--- src/rtl/calc_uart_pkg.sv ---
// Shared definitions for the calculator console path.
// Contents:
//   - ASCII constants used by the result printer
//   - state encoding of the result transmitter FSM
//   - calculator op codes
//   - ascii_digit(): BCD nibble to ASCII character
package calc_uart_pkg;

  localparam logic [7:0] AsciiZero = 8'h30;
  localparam logic [7:0] AsciiCr   = 8'h0D;
  localparam logic [7:0] AsciiLf   = 8'h0A;
  localparam logic [7:0] AsciiE    = 8'h45;
  localparam logic [7:0] AsciiR    = 8'h52;

  localparam int unsigned BinWidth  = 32;
  localparam int unsigned BcdDigits = 10;

  typedef enum logic [2:0] {
    StIdle,
    StConv,
    StSend,
    StHold,
    StFinish
  } tx_state_e;

  typedef enum logic [2:0] {
    OpMult    = 3'b000,
    OpDiv     = 3'b001,
    OpSqrt    = 3'b010,
    OpB2Bcd   = 3'b011,
    OpBcd2B   = 3'b100,
    OpInvalid = 3'b111
  } calc_op_e;

  function automatic logic [7:0] ascii_digit(input logic [3:0] d);
    return AsciiZero + {4'b0000, d};
  endfunction

endpackage

--- src/rtl/bin_to_bcd_seq.sv ---
// Sequential 32-bit double-dabble converter, one bit per cycle.
// Ports:
//   clk     - clock, rising edge
//   reset   - asynchronous active-high reset
//   start_i - load bin_i and begin conversion
//   bin_i   - binary value, sampled only with start_i
//   done_o  - high in the cycle whose rising edge performs the final iteration;
//             bcd_o holds the complete result from the following cycle on
//   bcd_o   - 10 BCD digits, digit 0 in bits [3:0]
module bin_to_bcd_seq
  import calc_uart_pkg::*;
(
  input  logic                    clk,
  input  logic                    reset,
  input  logic                    start_i,
  input  logic [BinWidth-1:0]     bin_i,
  output logic                    done_o,
  output logic [4*BcdDigits-1:0]  bcd_o
);

  logic [BinWidth-1:0]    bin_q;
  logic [4*BcdDigits-1:0] bcd_q;
  logic [4*BcdDigits-1:0] adj;
  logic [4*BcdDigits-1:0] shifted;
  logic [4:0]             cnt_q;

  // Add 3 to every digit >= 5 so the following shift carries correctly.
  always_comb begin
    adj = bcd_q;
    for (int i = 0; i < BcdDigits; i++) begin
      if (bcd_q[4*i +: 4] >= 4'd5) begin
        adj[4*i +: 4] = bcd_q[4*i +: 4] + 4'd3;
      end
    end
    shifted = (adj << 1) | {{(4*BcdDigits-1){1'b0}}, bin_q[BinWidth-1]};
  end

  // The load cycle already performs iteration 1 (adjusting an all-zero BCD
  // is a no-op), so 31 more iterations follow.
  always_ff @(posedge clk or posedge reset) begin
    if (reset) begin
      bin_q <= '0;
      bcd_q <= '0;
      cnt_q <= '0;
    end else if (start_i) begin
      bin_q <= {bin_i[BinWidth-2:0], 1'b0};
      bcd_q <= {{(4*BcdDigits-1){1'b0}}, bin_i[BinWidth-1]};
      cnt_q <= 5'd31;
    end else if (cnt_q != 5'd0) begin
      bin_q <= bin_q << 1;
      bcd_q <= shifted;
      cnt_q <= cnt_q - 5'd1;
    end
  end

  assign done_o = (cnt_q == 5'd1);
  assign bcd_o  = bcd_q;

endmodule

--- src/rtl/uart_result_tx.sv ---
// Prints a 32-bit result as unsigned decimal ASCII (or "ERR"), optionally
// followed by CR LF, one byte at a time into a UART transmitter.
// Ports:
//   clk          - clock, rising edge
//   reset        - asynchronous active-high reset
//   result       - value to print, sampled on acceptance
//   result_valid - request strobe, accepted only while busy is low
//   error        - sampled with result_valid; prints "ERR" instead
//   tx_data      - byte to UART, held from tx_start until the next byte
//   tx_start     - one-cycle pulse per byte
//   tx_busy      - UART busy
//   busy         - request in progress
//   done         - one-cycle pulse after the final byte completes
module uart_result_tx
  import calc_uart_pkg::*;
#(
  parameter bit SEND_CRLF = 1'b1
) (
  input  logic                clk,
  input  logic                reset,
  input  logic [BinWidth-1:0] result,
  input  logic                result_valid,
  input  logic                error,
  output logic [7:0]          tx_data,
  output logic                tx_start,
  input  logic                tx_busy,
  output logic                busy,
  output logic                done
);

  tx_state_e        state_q;
  logic             err_q;
  logic [3:0]       cnt_q;     // characters already sent
  logic [7:0]       tx_data_q;
  logic             tx_start_q;
  logic             busy_q;
  logic             done_q;

  logic                   accept;
  logic                   conv_start;
  logic                   conv_last;
  logic [4*BcdDigits-1:0] bcd;
  logic [3:0]             lead;
  logic [3:0]             ndig;
  logic [3:0]             total;
  logic [3:0]             didx;
  logic [3:0]             cnt_inc;
  logic [7:0]             cur_char;

  assign accept     = result_valid && !busy_q;
  assign conv_start = accept && !error;

  bin_to_bcd_seq u_conv (
    .clk     (clk),
    .reset   (reset),
    .start_i (conv_start),
    .bin_i   (result),
    .done_o  (conv_last),
    .bcd_o   (bcd)
  );

  // Character stream: digits from the leading nonzero one down to digit 0,
  // then CR LF. An all-zero value leaves lead at 0 and prints one "0".
  always_comb begin
    lead = 4'd0;
    for (int i = 0; i < BcdDigits; i++) begin
      if (bcd[4*i +: 4] != 4'd0) begin
        lead = 4'(i);
      end
    end
    ndig  = lead + 4'd1;
    total = err_q ? 4'd3 : ndig;
    if (SEND_CRLF) begin
      total = total + 4'd2;
    end
    didx    = lead - cnt_q;
    cnt_inc = cnt_q + 4'd1;

    cur_char = 8'h00;
    if (err_q) begin
      unique case (cnt_q)
        4'd0:       cur_char = AsciiE;
        4'd1, 4'd2: cur_char = AsciiR;
        4'd3:       cur_char = AsciiCr;
        default:    cur_char = AsciiLf;
      endcase
    end else if (cnt_q < ndig) begin
      cur_char = ascii_digit(bcd[{didx, 2'b00} +: 4]);
    end else if (cnt_q == ndig) begin
      cur_char = AsciiCr;
    end else begin
      cur_char = AsciiLf;
    end
  end

  always_ff @(posedge clk or posedge reset) begin
    if (reset) begin
      state_q    <= StIdle;
      err_q      <= 1'b0;
      cnt_q      <= 4'd0;
      tx_data_q  <= 8'h00;
      tx_start_q <= 1'b0;
      busy_q     <= 1'b0;
      done_q     <= 1'b0;
    end else begin
      unique case (state_q)
        // FINISH holds the done pulse; busy is already low, so it may accept.
        StIdle, StFinish: begin
          done_q     <= 1'b0;
          tx_start_q <= 1'b0;
          state_q    <= StIdle;
          if (accept) begin
            busy_q  <= 1'b1;
            err_q   <= error;
            cnt_q   <= 4'd0;
            state_q <= error ? StSend : StConv;
          end
        end
        StConv: begin
          if (conv_last) begin
            state_q <= StSend;
          end
        end
        StSend: begin
          if (!tx_busy) begin
            tx_data_q  <= cur_char;
            tx_start_q <= 1'b1;
            state_q    <= StHold;
          end
        end
        StHold: begin
          tx_start_q <= 1'b0;
          // tx_start_q still high marks the cycle right after the pulse,
          // where the UART may not have raised tx_busy yet.
          if (!tx_start_q && !tx_busy) begin
            cnt_q <= cnt_inc;
            if (cnt_inc == total) begin
              done_q  <= 1'b1;
              busy_q  <= 1'b0;
              state_q <= StFinish;
            end else begin
              state_q <= StSend;
            end
          end
        end
        default: state_q <= StIdle;
      endcase
    end
  end

  assign tx_data  = tx_data_q;
  assign tx_start = tx_start_q;
  assign busy     = busy_q;
  assign done     = done_q;

endmodule

--- config.mk ---
export PLATFORM = sky130hd
export DESIGN_NAME = uart_result_tx
export DESIGN_NICKNAME = d
export VERILOG_FILES = /design/src/rtl/calc_uart_pkg.sv /design/src/rtl/bin_to_bcd_seq.sv /design/src/rtl/uart_result_tx.sv
export SDC_FILE = /design/constraint.sdc
export NUM_CORES = 1
export LEC_CHECK = 0
export ABC_AREA = 1
export CAP_MARGIN = 20
export CORE_MARGIN = 3
export CORE_UTILIZATION = 35
export CTS_CLUSTER_DIAMETER = 40
export DETAILED_ROUTE_END_ITERATION = 7
export PLACE_DENSITY = 0.6
export SYNTH_ARGS = -nofsm -noshare
export SYNTH_HDL_FRONTEND = slang
export SYNTH_SLANG_ARGS = --single-unit
--- constraint.sdc ---
create_clock -name clk -period 3.4 [get_ports clk]
set_input_delay 0.68 -clock clk [delete_from_list [all_inputs] [get_ports clk]]
set_output_delay 0.68 -clock clk [all_outputs]
set_load 0.01 [all_outputs]
==> metrics.yaml <==
status: "completed"
cp_data_required_time_ps: 3640
period_minus_slack_ps: 3300
clock_latency_ps: 350
grtUsageTotal: 0.157
met1_usage: 0.230
ios: 48
hold_viol: 0
vias: 4956
fin_tns_setup_ps: 0
die_h_um: 135
cts_sinks: 94
diodes: 0
path_class: "register to register"
first_global_vias: 4765
grt_setup_unrepaired: "true"
die_w_um: 135
cp.arrival_ps: 3540
path_max_fanout: 5
hold_path_class: "register to register"
wl_per_cell_um: 13.7
nets: 850
port_buffers: 46
postPlaceCellArea_um2: 6510
grt.busiest_layer: "met2"
pwr-share-seq: 0.299
cp-end-kind: "register"
synth_top_flop_cell: "dfrtp_1"
place_congestion: 0.847
core_area_um2: 16100
stdcell_area_um2: 6960
power_density_nw_per_um2: 981
worstSetupStartpointType: "register"
met2_usage: 0.237
synth-seq-cells: 94
synth-xor-area-share: 0.0194
grt_pass1_wl_um: 23100
layout_worst_path_cycle_share: 0.970
drive_gt1_frac: 0.132
fin_worst_skew_ps: 5.84
maxCapViolations: 0
p_sw_frac: 0.461
drtIter0Drc: 233
async_flop_share: 1.00
worst_pin_slew_ps: 677
grt_max_degree: 53
slew-limit-headroom: 0.548
drc: 0
placementRows: 46
ir_worst_vdd_mv: 0.389
ys_seq_area_frac: 0.406
fmax_ghz: 0.303
synth_area_per_cell_um2: 8.08
synth_compound_area_frac: 0.215
place_hpwl_um: 9640
drv_slew: 0
firstDrtPassIters: 5
clkTransAtPathRegs_ps: 70
ant_nets: 0
ctsHtreeMaxLevel: 3
cts_root_buf: "clkbuf_16"
syn_area_um2: 5790
clockPowerShare: 0.142
hold_ws_ps: 487
synth_enable_flop_cells: 0
switching_power_mw: 3.15
postLayoutCoreUtil: 0.433
cts_tree: "built"
areaGrowthSynthToFinish_pct: 20.2
cts_buffer_depth: 2
p_int_mw: 3.68
synth_fa_ha_area_frac: 0.0834
synthSimpleGateAreaFrac: 0.177
viasPerCell: 4.98
synth.distinct_cells: 49
layout_commonest_cell: "nand2_1"
antenna_found_initial: 0
design.die.area_um2: 18100
pwr-share-comb: 0.559
cts_made_buffers: 9
drt-total-wl_um: 13600
yosys_warnings: 0
start_util: 0.361
synth_nets: 792
mostFrequentLayoutCells: "nand2_1 (135), inv_1 (97), dfrtp_1 (94), o21ai_0 (75)"
p_leak_nw: 3.23
synth_mux_area_frac: 0
synthCells: 717
synth_top_family_by_area: "compound AO/OA/AOI/OAI gates"
grt-ovfl-total: 0
met3_usage: 0.0369
setup_violations: 0
-- registers in the layout, summed over array words and instances, names as in the netlist --
name,count
busy,1
cnt_q,4
done,1
err_q,1
state_q,3
tx_data,7
tx_start,1
u_conv.bcd_o,40
u_conv.bin_q,31
u_conv.cnt_q,5
-- layer usage --
| layer | part of all wire | vias to the layer above |
|---|---|---|
| li1 | - | 2515 |
| met1 | 0.50 | 2338 |
| met4 | 0.011 | 0 |
| met3 | 0.045 | 9 |
| met5 | 0 | - |
| met2 | 0.44 | 94 |
-- layout make-up --
cell class                      instances  area, um2
Fill cell                            1602       9100
Inverter                              118        452
Clock buffer                           10        239
Tap cell                              216        270
Timing Repair inverter                  1       7.51
Sequential cell                        94       2350
Multi-Input combinational cell        484       2950
Clock inverter                          6       45.0
Timing Repair Buffer                   67        643
-- logic make-up (layout without fill, tap and decap cells) --
family | count (synthesis) | after routing
simple gates | 232 | 232
compound gates | 201 | 201
buf+inv | 139 | 202
flops | 94 | 94
fa+ha+maj | 38 | 38
xor+xnor | 12 | 12
other cells | 1 | 1
-- cells in the mapped netlist (5+ instances only) --
master,instances,area [um2]
inv_2,10,37.5
nand2_1,137,514
o22ai_1,27,169
a22oi_1,12,90.1
nand3_1,18,90.1
nand2_2,6,37.5
o211ai_1,8,60.1
inv_1,107,402
o221ai_1,17,149
xnor2_1,5,43.8
ha_1,37,463
o21ai_0,80,400
dfrtp_1,94,2350
a21oi_1,30,150
nor3_1,5,25.0
buf_2,10,50.1
nor2_4,6,67.6
nor2_1,46,173
xor2_1,6,52.6
-- critical path: stages (launching register included) --
cell and delay, ps:
dfrtp_1 430, inv_2 110, ha_4 140, inv_4 40, nor3_4 190, nand2_2 80, nand2_1 60, nand2_1 60
nand2_1 60, nand2_1 40, nand2_1 70, nand2_2 80, inv_2 80, ha_4 130, inv_2 40, fa_2 610
clkinvlp_4 200, o21ai_2 90, o22ai_1 90, nand2_1 70, o221ai_1 120, a22o_1 240, a21oi_2 110, nor2_1 40
-- worst paths after layout --
kind / startpoint / end / cells after the start / slack [ps]
setup reg to reg: u_conv.bcd_o[12] / tx_data[2] / 23 / 100
setup / recovery: u_conv.bcd_o[12] / tx_data[2] / 23 / 100
hold / removal: u_conv.bin_q[6] / u_conv.bin_q[7] / 2 / 490
min in group asynchronous: reset / u_conv.cnt_q[2] / 2 / 740
hold reg to reg: u_conv.bin_q[6] / u_conv.bin_q[7] / 2 / 490
max in group asynchronous: reset / u_conv.bcd_o[4] / 3 / 1980
-- per-stage QoR --
stage / worst slack [ps] / std cells / total power [mW]
CTS: 42.1 / 986 / 6.64
floorplan: 271 / 717 / 4.70
finish: 100 / 996 / 6.83
global placement: 75.5 / 970 / 5.61
detailed placement: 68.3 / 970 / 5.63
global route: -137 / 996 / 7.56
-- power by group through the flow --
stage	clock, mW	combinational (mW)	sequential, mW
global placement	0	3.58	2.04
global route	1.06	4.38	2.12
floorplan	0	2.74	1.96
detailed placement	0	3.60	2.03
finish	0.969	3.82	2.04
CTS	1.00	3.61	2.02
-- repair_timing --
item | CTS | global route
hold buffers | 0 | 0
setup endpoints to repair | 0 | 5
gates resized for setup | 0 | 34
setup buffers | 0 | 9
Note: power is estimated with default switching activity, not from simulation.
